[config.mk]
export PLATFORM = sky130hd
export DESIGN_NAME = shift_rotate_seq_flat
export DESIGN_NICKNAME = d
export VERILOG_FILES = /design/src/rtl/shift_rotate_seq_if.sv /design/src/rtl/shift_rotate_seq.sv /design/src/flat_wrapper.sv
export SDC_FILE = /design/constraint.sdc
export NUM_CORES = 1
export LEC_CHECK = 0
export CAP_MARGIN = 20
export CORE_MARGIN = 1
export CORE_UTILIZATION = 40
export CTS_CLUSTER_SIZE = 8
export DETAILED_ROUTE_END_ITERATION = 10
export PLACE_DENSITY = 0.64
export SLEW_MARGIN = 20
export SYNTH_ARGS = -nofsm -noshare
export SYNTH_HDL_FRONTEND = slang
export SYNTH_SLANG_ARGS = --single-unit
[constraint.sdc]
create_clock -name clock -period 5.2 [get_ports clock]
set_input_delay 1.04 -clock clock [delete_from_list [all_inputs] [get_ports clock]]
set_output_delay 1.04 -clock clock [all_outputs]
set_load 0.03 [all_outputs]
[src/rtl/shift_rotate_seq_if.sv]
// Request/response bundle between the control unit and the shift/rotate sequencer.
// The master modport is the issuing control unit; the slave modport is the sequencer.
interface shift_rotate_seq_if;
   logic        start_in;
   logic [2:0]  op_in;
   logic [31:0] data_in;
   logic [4:0]  amount_in;
   logic        busy_out;
   logic        done_out;
   logic        err_out;
   logic [31:0] result_out;

   modport master (
      output start_in, op_in, data_in, amount_in,
      input  busy_out, done_out, err_out, result_out
   );

   modport slave (
      input  start_in, op_in, data_in, amount_in,
      output busy_out, done_out, err_out, result_out
   );
endinterface

[src/rtl/shift_rotate_seq.sv]
// Multi-cycle 32-bit shift/rotate sequencer, at most STEP positions per RUN cycle; done pulses ceil(amount/STEP)+1 cycles after start.
// Optional SHIFT_ROTATE_SEQ_SHORTPATH_EN turns rotates above 16 into the shorter opposite-direction rotate.
module shift_rotate_seq #(
   parameter int STEP = 4
) (
   input  logic              clock,
   input  logic              clear,
   shift_rotate_seq_if.slave bus
);
   typedef enum logic [1:0] {IDLE = 2'd0, RUN = 2'd1, DONE = 2'd2} state_t;

   localparam logic [2:0] OP_SHR  = 3'd0;
   localparam logic [2:0] OP_SHRA = 3'd1;
   localparam logic [2:0] OP_SHL  = 3'd2;
   localparam logic [2:0] OP_ROR  = 3'd3;
   localparam logic [2:0] OP_ROL  = 3'd4;
   localparam logic [4:0] STEP_W  = 5'(STEP);

   state_t      state, state_nxt;
   logic [2:0]  op_q, op_ld;
   logic [4:0]  rem_q, rem_ld, step_s;
   logic        err_q, op_bad;
   logic [31:0] acc_q, step_res;

   assign op_bad = (bus.op_in > OP_ROL);
   assign step_s = (rem_q < STEP_W) ? rem_q : STEP_W;

   // Operation and count as they are latched on an accepted start.
   always_comb begin
      op_ld  = bus.op_in;
      rem_ld = bus.amount_in;
      if (op_bad) begin
         rem_ld = 5'd0;
      end
`ifdef SHIFT_ROTATE_SEQ_SHORTPATH_EN
      else if ((bus.op_in == OP_ROR || bus.op_in == OP_ROL) && bus.amount_in > 5'd16) begin
         op_ld  = (bus.op_in == OP_ROR) ? OP_ROL : OP_ROR;
         rem_ld = 5'(6'd32 - {1'b0, bus.amount_in});
      end
`endif
   end

   always_comb begin
      step_res = acc_q;
      case (op_q)
         OP_SHR:  step_res = acc_q >> step_s;
         OP_SHRA: step_res = $unsigned($signed(acc_q) >>> step_s);
         OP_SHL:  step_res = acc_q << step_s;
         OP_ROR:  step_res = (acc_q >> step_s) | (acc_q << (6'd32 - {1'b0, step_s}));
         OP_ROL:  step_res = (acc_q << step_s) | (acc_q >> (6'd32 - {1'b0, step_s}));
         default: step_res = acc_q;
      endcase
   end

   always_ff @(posedge clock) begin
      if (clear) begin
         state <= IDLE;
      end else begin
         state <= state_nxt;
      end
   end

   always_comb begin
      state_nxt = state;
      case (state)
         IDLE: begin
            if (bus.start_in) begin
               state_nxt = (rem_ld == 5'd0) ? DONE : RUN;
            end
         end
         RUN:     state_nxt = (rem_q <= STEP_W) ? DONE : RUN;
         DONE:    state_nxt = IDLE;
         default: state_nxt = IDLE;
      endcase
   end

   always_ff @(posedge clock) begin
      if (clear) begin
         op_q  <= 3'd0;
         rem_q <= 5'd0;
         err_q <= 1'b0;
         acc_q <= 32'd0;
      end else begin
         case (state)
            IDLE: begin
               if (bus.start_in) begin
                  op_q  <= op_ld;
                  rem_q <= rem_ld;
                  err_q <= op_bad;
                  acc_q <= bus.data_in;
               end
            end
            RUN: begin
               acc_q <= step_res;
               rem_q <= rem_q - step_s;
            end
            DONE:    err_q <= 1'b0;
            default: err_q <= 1'b0;
         endcase
      end
   end

   always_comb begin
      bus.busy_out   = (state != IDLE);
      bus.done_out   = (state == DONE);
      bus.err_out    = (state == DONE) && err_q;
      bus.result_out = acc_q;
   end
endmodule
[src/flat_wrapper.sv]
// flat-port wrapper written by rule: the top's interface ports become plain ports
module shift_rotate_seq_flat 
#(
   parameter int STEP = 4
)
  (clock, clear, bus_start_in, bus_op_in, bus_data_in, bus_amount_in, bus_busy_out, bus_done_out, bus_err_out, bus_result_out);
  shift_rotate_seq_if bus_i ();
  input  logic clock;
  input  logic clear;
  input wire logic [$bits(bus_i.start_in)-1:0] bus_start_in;
  input wire logic [$bits(bus_i.op_in)-1:0] bus_op_in;
  input wire logic [$bits(bus_i.data_in)-1:0] bus_data_in;
  input wire logic [$bits(bus_i.amount_in)-1:0] bus_amount_in;
  output wire logic [$bits(bus_i.busy_out)-1:0] bus_busy_out;
  output wire logic [$bits(bus_i.done_out)-1:0] bus_done_out;
  output wire logic [$bits(bus_i.err_out)-1:0] bus_err_out;
  output wire logic [$bits(bus_i.result_out)-1:0] bus_result_out;
  assign bus_i.start_in = bus_start_in;
  assign bus_i.op_in = bus_op_in;
  assign bus_i.data_in = bus_data_in;
  assign bus_i.amount_in = bus_amount_in;
  assign bus_busy_out = bus_i.busy_out;
  assign bus_done_out = bus_i.done_out;
  assign bus_err_out = bus_i.err_out;
  assign bus_result_out = bus_i.result_out;
  shift_rotate_seq #(.STEP(STEP)) u_core (.clock(clock), .clear(clear), .bus(bus_i));
endmodule
==> flow_summary.yaml, run 1 <==
clock_tree:
  ctsResizeCount: 0
  post-cts-setup-buffer-count: 0
  cts_inserted_buffers: 5
  ctsHtreeMaxLevel: 2
  cts_buffer_depth: 2
  hold_buffers: 0
  cts_tree: "built"
  insertion_delay_ps: 310
  numClockSinks: 43
  cts_root_buf: "clkbuf_16"
  clk_pin_slew_worst_paths_ps: 60
synthesis:
  ys_types: 78
  synth_top_family_by_area: "compound AO/OA/AOI/OAI gates"
  synth.net_count: 892
  syn_inst: 847
  synth-seq-cells: 43
  syn_avg_cell_area_sq_um: 7.098
  synthAdderAreaFrac: 0.004162
  ys_async_sr_fraction: 0
  synth-main-ff-cell: "dfxtp_1"
  yosysMostFrequentCell: "nand2_1"
  synth_area_sq_mm: 0.006012
  yosysSeqAreaShare: 0.1432
  synth_edf_count: 0
  yosys.area_share.simple: 0.2293
  synth-xor-area-share: 0.005619
  yosys_warnings: 0
  synthMuxAreaShare: 0.2060
  ys_top_cells_by_count: "122 x nand2_1, 94 x mux2i_1, 63 x clkbuf_1"
  synth_top_area_frac: 0.1565
  ys_top_cells_by_area: "mux2i_1 16%, dfxtp_1 14%, nand2_1 7.6%"
  yosysTopAreaCell: "mux2i_1"
  synth_compound_area_frac: 0.3292
floorplan:
  die_h_um: 124.6
  coreArea_sq_mm: 0.01459
  io-pin-count: 78
  rows: 44
  die_w_um: 124.6
  die-area_sq_mm: 0.01552
  start_util: 0.4121
setup_path:
  arrival_ps: 4290
  critPathKind: "register to register"
  setup.worst_path.end_class: "register"
  r2r_setup_slack_ps: 1110
  cp_max_fo: 17
  start_kind: "register"
  cp_data_required_time_ps: 5390
  ff2ff_path_depth: 10
grt:
  gr-total-overflow: 0
  grt_pass1_wl_um: 43290
  busiest_layer: "met2"
  antenna_found_initial: 0
  grt_util_met2: 0.5353
  grt.total_usage: 0.3640
  first_global_vias: 6875
  grtUsageMet3: 0.08204
  grt_max_degree: 52
  met1_usage: 0.4784
sta:
  tns_ps: 0
  max_freq_mhz: 244.2
  post-route-min-period_ps: 4095
  fin_crit_sh: 0.7875
  slew_headroom: 0.2491
  max_slew.worst_pin.slew_ps: 1126
  finClkSkew_ps: 5.037
  whs_ps: 529.0
  hold_viol_final: 0
  setup_viol: 0
  rsz0062_at_grt: "no"
  report.final.slew_viol_count: 0
placement:
  io_buffers: 77
  place_hpwl_um: 19350
  place_congestion: 1.034
pwr:
  vdd_ir_drop_max_mv: 0.1878
  powerDensity_mw_per_mm2: 284.3
  power_leakage_nw: 2.585
drt:
  vias_per_cell: 7.091
  wl_per_cell_um: 27.72
  ant_nets: 0
  drc_errors: 0
  drtIter0Drc: 1176
  drt-pass1-iter-count: 9
  drt-total-wl_um: 28780
  vias: 7360
run:
  drv_cap: 0
worst_hold_path:
  whs_path_depth: 2
  hp-class: "register to register"
finish:
  n_fill_cell: 1500
  antennaDiodeCount: 0
  final_nets: 898
  drive_gt1_frac: 0.07963
  seq_area_sq_um: 860.8
  area_growth_pct: 14.44
  multi_input_area_sq_mm: 0.004672
outcome:
  status: "complete, no violations"
-- path summary, 6_finish.rpt --
path	from	end
max	u_core.rem_q[2]	u_core.bus.result_out[9]
min	u_core.err_q	u_core.err_q
max reg2reg	u_core.rem_q[2]	u_core.bus.result_out[9]
min reg2reg	u_core.err_q	u_core.err_q
-- layout make-up --
class                           count  area share
Clock buffer                        7     0.01928
Clock inverter                      1   0.0007274
Inverter                            9    0.005274
Multi-Input combinational cell    694      0.6790
Sequential cell                    43      0.1251
Tap cell                          184     0.03346
Timing Repair Buffer              100      0.1371
-- critical path, cell delays in order (launching register included) --
cell,delay (ps)
dfxtp_1,690
or3_1,260
nor2_4,90
inv_2,350
ha_1,360
clkinv_1,260
xnor2_2,860
mux2_2,440
o31ai_1,230
a311oi_1,90
a211o_1,330
-- cells by family (layout without fill, tap and decap cells) --
| family | Yosys count | after routing |
|---|---|---|
| adders and majority gates | 2 | 2 |
| buffers and inverters | 110 | 117 |
| DFF | 43 | 43 |
| AOI/OAI and AO/OA | 289 | 289 |
| and+or+nand+nor | 287 | 287 |
| muxes | 112 | 112 |
| other | 1 | 1 |
| xor gates and xnor gates | 3 | 3 |
-- per-stage QoR --
step / cells / total power, W / area [sq um] / utilization / setup WS, ps
6_report: 1038 / 0.001956 / 6880 / 0.4716 / 1105
4_1_cts: 1038 / 0.001909 / 6880 / 0.4716 / 1221
3_5_place_dp: 1030 / 0.001580 / 6743 / 0.4622 / 1249
5_1_grt: 1038 / 0.002029 / 6880 / 0.4716 / 950.8
3_3_place_gp: 1030 / 0.001589 / 6743 / 0.4622 / 1334
2_1_floorplan: 847 / 0.001193 / 6012 / - / 1826
-- routing by layer --
metal,part of all wire,vias to the layer above
li1,-,3222
met1,0.39,3442
met2,0.42,570
met3,0.12,126
met4,0.065,0
met5,0,-
-- cells in the final DEF, fill, tap and decap left out, types with 9 or more instances in the layout --
| cell | instances |
|---|---|
| nand3_1 | 16 |
| clkdlybuf4s50_1 | 77 |
| nand2_1 | 122 |
| a311oi_1 | 11 |
| nor3_1 | 25 |
| o221ai_1 | 9 |
| a21oi_1 | 53 |
| o211ai_1 | 14 |
| o22ai_1 | 12 |
| a31oi_1 | 24 |
| dfxtp_1 | 43 |
| buf_4 | 23 |
| a221oi_1 | 13 |
| a211oi_1 | 21 |
| nor2_1 | 55 |
| mux2i_1 | 94 |
| o21ai_0 | 59 |
| or3_1 | 13 |
-- flip-flops by register name (all words and copies together), names as in the netlist --
signal                 cells
u_core.bus.result_out     32
u_core.rem_q               5
u_core.op_q                3
u_core.state               2
u_core.err_q               1
-- report_power, final --
group          total [W]  switching (W)  internal [W]
sequential      0.000502       0.000135      0.000367
clock           0.000329       0.000151      0.000178
combinational    0.00112       0.000715      0.000409
total            0.00196        0.00100      0.000954
Note: power is estimated with default switching activity, not from simulation.
==> inputs of run 2 (changes only) <==
--- a/config.mk
+++ b/config.mk
@@ -10,7 +10,7 @@
 export CORE_UTILIZATION = 40
 export CTS_CLUSTER_SIZE = 8
 export DETAILED_ROUTE_END_ITERATION = 10
-export PLACE_DENSITY = 0.64
+export PLACE_DENSITY = 0.66
 export SLEW_MARGIN = 20
 export SYNTH_ARGS = -nofsm -noshare
 export SYNTH_HDL_FRONTEND = slang
==> constraint.sdc (replaced) <==
create_clock -name clock -period 3.5 [get_ports clock]
set_input_delay 0.7 -clock clock [delete_from_list [all_inputs] [get_ports clock]]
set_output_delay 0.7 -clock clock [all_outputs]
set_load 0.03 [all_outputs]
==> flow_summary.yaml, run 2 (synthesized netlist as in run 1, its figures left out) <==
finish:
  final_util: 0.4880
  mostFrequentLayoutCell: "nand2_1"
  final_nets: 926
  design_area_sq_mm: 0.007119
  n_fill_cell: 1476
  antennaDiodeCount: 0
  drive_gt1_frac: 0.1100
  final_cell_mix: "122 x nand2_1, 94 x mux2i_1, 77 x clkdlybuf4s50_1, 59 x o21ai_0, 55 x nor2_1"
  area_growth_pct: 18.42
  largest_reg_flops: 32
grt:
  antenna_found_initial: 0
  grt.total_usage: 0.3634
  first_global_vias: 6992
  gr-total-overflow: 0
  grt_max_degree: 52
  grt_pass1_wl_um: 43680
pwr:
  p_comb_frac: 0.584
  vdd_ir_drop_max_mv: 0.2201
  power_leakage_nw: 2.724
  powerDensity_mw_per_mm2: 418.9
  p_sw_w: 0.001513
  swShare: 0.5072
  pwr-share-seq: 0.246
  p_int_w: 0.001470
  clkPwrFrac: 0.170
setup_path:
  cp_data_required_time_ps: 3700
  setup.worst_path.end_class: "register"
  arrival_ps: 3450
  cp_max_fo: 51
  critPathKind: "register to register"
  start_kind: "register"
floorplan:
  coreArea_sq_mm: 0.01459
  rows: 44
  die_w_um: 124.6
  start_util: 0.4121
  io-pin-count: 78
  die_h_um: 124.6
  die-area_sq_mm: 0.01552
clock_tree:
  insertion_delay_ps: 310
  cts_buffer_depth: 2
  ctsHtreeMaxLevel: 2
  clk_pin_slew_worst_paths_ps: 70
  numClockSinks: 43
  cts_root_buf: "clkbuf_16"
  cts_inserted_buffers: 5
  ctsResizeCount: 0
  post-cts-setup-buffer-count: 0
  hold_buffers: 0
  cts_tree: "built"
sta:
  report.final.slew_viol_count: 0
  tns_ps: 0
  slew_headroom: 0.3520
  whs_ps: 520.8
  post-route-min-period_ps: 3246
  max_slew.worst_pin.slew_ps: 945.0
  hold_viol_final: 0
  max_freq_mhz: 308.0
  finClkSkew_ps: 8.165
  fin_crit_sh: 0.9275
  setup_viol: 0
  rsz0062_at_grt: "no"
drt:
  drc_errors: 0
  wl_met2_um: 11940
  drtIter0Drc: 1255
  wl_met1_um: 11310
  ant_nets: 0
  met3_length_um: 3521
  wl_per_cell_um: 27.00
  top_layer: "met4"
  vias: 7569
  drt-total-wl_um: 28790
  drt-pass1-iter-count: 8
  vias_per_cell: 7.100
placement:
  place_area_sq_mm: 0.006978
  place_congestion: 1.036
  io_buffers: 77
  place_hpwl_um: 20130
outcome:
  status: "complete, no violations"
worst_hold_path:
  hp-class: "register to register"
run:
  drv_cap: 0
## run 2: changes by cell type in the layout (fill, tap and decap cells not counted)
cell | previous run | this run
buf_4 | 23 | 49
buf_12 | 0 | 2
clkbuf_1 | 2 | 1
clkinvlp_4 | 0 | 1
## run 2: path summary, 6_finish.rpt
| path | startpoint | to | slack [ps] | depth (start not counted) |
|---|---|---|---|---|
| min | u_core.err_q | u_core.err_q | 520 | 2 |
| max | u_core.rem_q[4] | u_core.bus.result_out[18] | 250 | 8 |
| max reg2reg | u_core.rem_q[4] | u_core.bus.result_out[18] | 250 | 8 |
| min reg2reg | u_core.err_q | u_core.err_q | 520 | 2 |
## run 2: stage by stage
step | power, W | worst slack (ps) | cells
after global placement | 0.002411 | 441.6 | 1058
after global routing | 0.003086 | 228.6 | 1066
after floorplan | 0.001773 | 126.4 | 847
final | 0.002982 | 253.6 | 1066
after CTS | 0.002910 | 406.3 | 1066
after detailed placement | 0.002402 | 416.5 | 1058
## run 2: per-layer routing
layer	vias up	GRT usage
met2	662	0.5327
li1	3288	-
met1	3469	0.4796
met4	0	0.2176
met5	-	0
met3	150	0.08677
## run 2: power by group through the flow
stage / clock network (W) / registers (W) / logic [W]
floorplan: 0 / 0.000684 / 0.00109
global placement: 0 / 0.000729 / 0.00168
detailed placement: 0 / 0.000729 / 0.00167
CTS: 0.000514 / 0.000717 / 0.00168
global route: 0.000530 / 0.000733 / 0.00182
finish: 0.000508 / 0.000732 / 0.00174
## run 2: final cells by class
class / count / area, sq um / area share
Clock buffer: 6 / 128.9 / 0.01810
Clock inverter: 2 / 12.51 / 0.001757
Inverter: 9 / 36.28 / 0.005097
Multi-Input combinational cell: 694 / 4672 / 0.6562
Sequential cell: 43 / 860.8 / 0.1209
Tap cell: 184 / 230.2 / 0.03234
Timing Repair Buffer: 128 / 1179 / 0.1656
## run 2: worst max-delay path, cell delays in order (launching register included)
cell and delay, ps:
dfxtp_1 390, buf_4 190, nor4b_4 360, buf_12 330, mux2i_1 830, nand2_1 210
a311oi_1 430, nor3_1 100, a211o_1 270
==> inputs of run 3 (changes only) <==
--- a/config.mk
+++ b/config.mk
@@ -10,6 +10,7 @@
 export CORE_UTILIZATION = 40
 export CTS_CLUSTER_SIZE = 8
 export DETAILED_ROUTE_END_ITERATION = 10
+export MAX_ROUTING_LAYER = met4
 export PLACE_DENSITY = 0.66
 export SLEW_MARGIN = 20
 export SYNTH_ARGS = -nofsm -noshare
==> flow_summary.yaml, run 3 (synthesized netlist as in run 1, its figures left out) <==
grt:
  antenna_found_initial: 0
  grt_max_degree: 52
  grt.total_usage: 0.3958
  first_global_vias: 7270
  gr-total-overflow: 0
  grt_pass1_wl_um: 45680
finish:
  largest_reg_flops: 32
  final_nets: 930
  fin_cells: 1070
  drive_gt1_frac: 0.1151
  antennaDiodeCount: 0
  final_cell_mix: "122 x nand2_1, 94 x mux2i_1, 77 x clkdlybuf4s50_1, 59 x o21ai_0, 55 x nor2_1"
  mostFrequentLayoutCell: "nand2_1"
  area_growth_pct: 19.46
  n_fill_cell: 1482
sta:
  fin_crit_sh: 0.8418
  max_freq_mhz: 339.4
  slew_headroom: 0.2021
  tns_ps: 0
  hold_viol_final: 0
  post-route-min-period_ps: 2946
  report.final.slew_viol_count: 0
  setup_viol: 0
  rsz0062_at_grt: "no"
  max_slew.worst_pin.slew_ps: 1197
  finClkSkew_ps: 8.805
setup_path:
  cp_data_required_time_ps: 3740
  ff2ff_path_depth: 11
  slowest_delay_ps: 380
  arrival_ps: 3190
  cp_cell_sequence: "buf_4 -> or3_1 -> nor2_4 -> inv_2 -> ha_1 -> inv_1 -> buf_4 -> mux2i_1 -> a22oi_1 -> o211a_1 -> o21ai_0"
  start_kind: "register"
  cpMostUsedCell: "buf_4"
  setup.worst_path.end_class: "register"
  critPathSlowestCell: "or3_1"
  cp_max_fo: 12
  critPathKind: "register to register"
drt:
  vias_per_cell: 7.134
  drtIter0Drc: 1267
  vias: 7633
  drt-pass1-iter-count: 6
  drc_errors: 0
  drt-total-wl_um: 30160
  wl_per_cell_um: 28.19
  ant_nets: 0
clock_tree:
  cts_root_buf: "clkbuf_16"
  post-cts-setup-buffer-count: 0
  ctsHtreeMaxLevel: 2
  cts_tree: "built"
  ctsResizeCount: 0
  numClockSinks: 43
  cts_buffer_depth: 2
  insertion_delay_ps: 310
  clk_pin_slew_worst_paths_ps: 70
  cts_inserted_buffers: 5
  hold_buffers: 0
pwr:
  powerDensity_mw_per_mm2: 434.1
  vdd_ir_drop_max_mv: 0.2166
  power_leakage_nw: 2.763
placement:
  place_inst: 1062
  place_congestion: 1.089
  place_hpwl_um: 21240
  io_buffers: 77
floorplan:
  die_h_um: 124.6
  start_util: 0.4121
  die_w_um: 124.6
  io-pin-count: 78
  coreArea_sq_mm: 0.01459
  die-area_sq_mm: 0.01552
  rows: 44
outcome:
  status: "complete, no violations"
worst_hold_path:
  whs_path_depth: 2
  hp-class: "register to register"
run:
  drv_cap: 0
==> run 3: cell types whose count changed in the layout (fill, tap and decap cells not counted) <==
cell	before	now
clkbuf_1	1	0
bufinv_16	0	1
clkinvlp_4	1	0
clkbuf_8	0	1
buf_4	49	53
==> run 3: where the power goes <==
group / switching, W / internal (W) / leakage (nW)
clock network: 0.000250 / 0.000357 / 0.0868
registers: 0.000190 / 0.000545 / 0.355
logic: 0.00110 / 0.000672 / 2.32
==> run 3: final timing paths <==
path	slack, ps	to	start
max	550	u_core.bus.result_out[0]	u_core.rem_q[4]
min	530	u_core.err_q	u_core.err_q
max reg2reg	550	u_core.bus.result_out[0]	u_core.rem_q[4]
min reg2reg	530	u_core.err_q	u_core.err_q
==> run 3: area by class of cell <==
class	count	area, sq um	area share
Multi-Input combinational cell	694	4672	0.6505
Inverter	9	36.28	0.005052
Clock buffer	6	138.9	0.01934
Clock inverter	2	35.03	0.004878
Timing Repair Buffer	132	1209	0.1683
Sequential cell	43	860.8	0.1199
Tap cell	184	230.2	0.03206
==> run 3: through the flow <==
stage	util	hold slack [ps]	instance area [sq um]	total power, W	setup WS, ps
after global placement	0.4804	512.1	7008	0.002458	586.4
final	0.4923	525.8	7182	0.003117	553.8
after detailed placement	0.4804	512.8	7008	0.002440	578.1
after CTS	0.4923	526.9	7182	0.003046	581.5
after global routing	0.4923	574.6	7182	0.003232	380.5
after floorplan	-	486.9	6012	0.001773	126.4
==> run 3: worst max-delay path: cells and delay by family, from the launching register on <==
| family | cells | cell delay, ps |
|---|---|---|
| AO/OA/AOI/OAI | 3 | 590 |
| AND/OR/NAND/NOR | 2 | 490 |
| flip-flops | 1 | 300 |
| multiplexers | 1 | 340 |
| buffers and inverters | 4 | 800 |
| adder cells (fa/ha/maj) | 1 | 350 |
==> run 3: routing by layer <==
metal  routed length, um  part of all wire  vias up  track usage
met3                3495              0.12      132      0.08720
met5                   0                 0        -            -
met2               12970              0.43      630       0.5775
met1               11930              0.40     3582       0.5083
li1                    -                 -     3289            -
met4                1773             0.059        0       0.2069
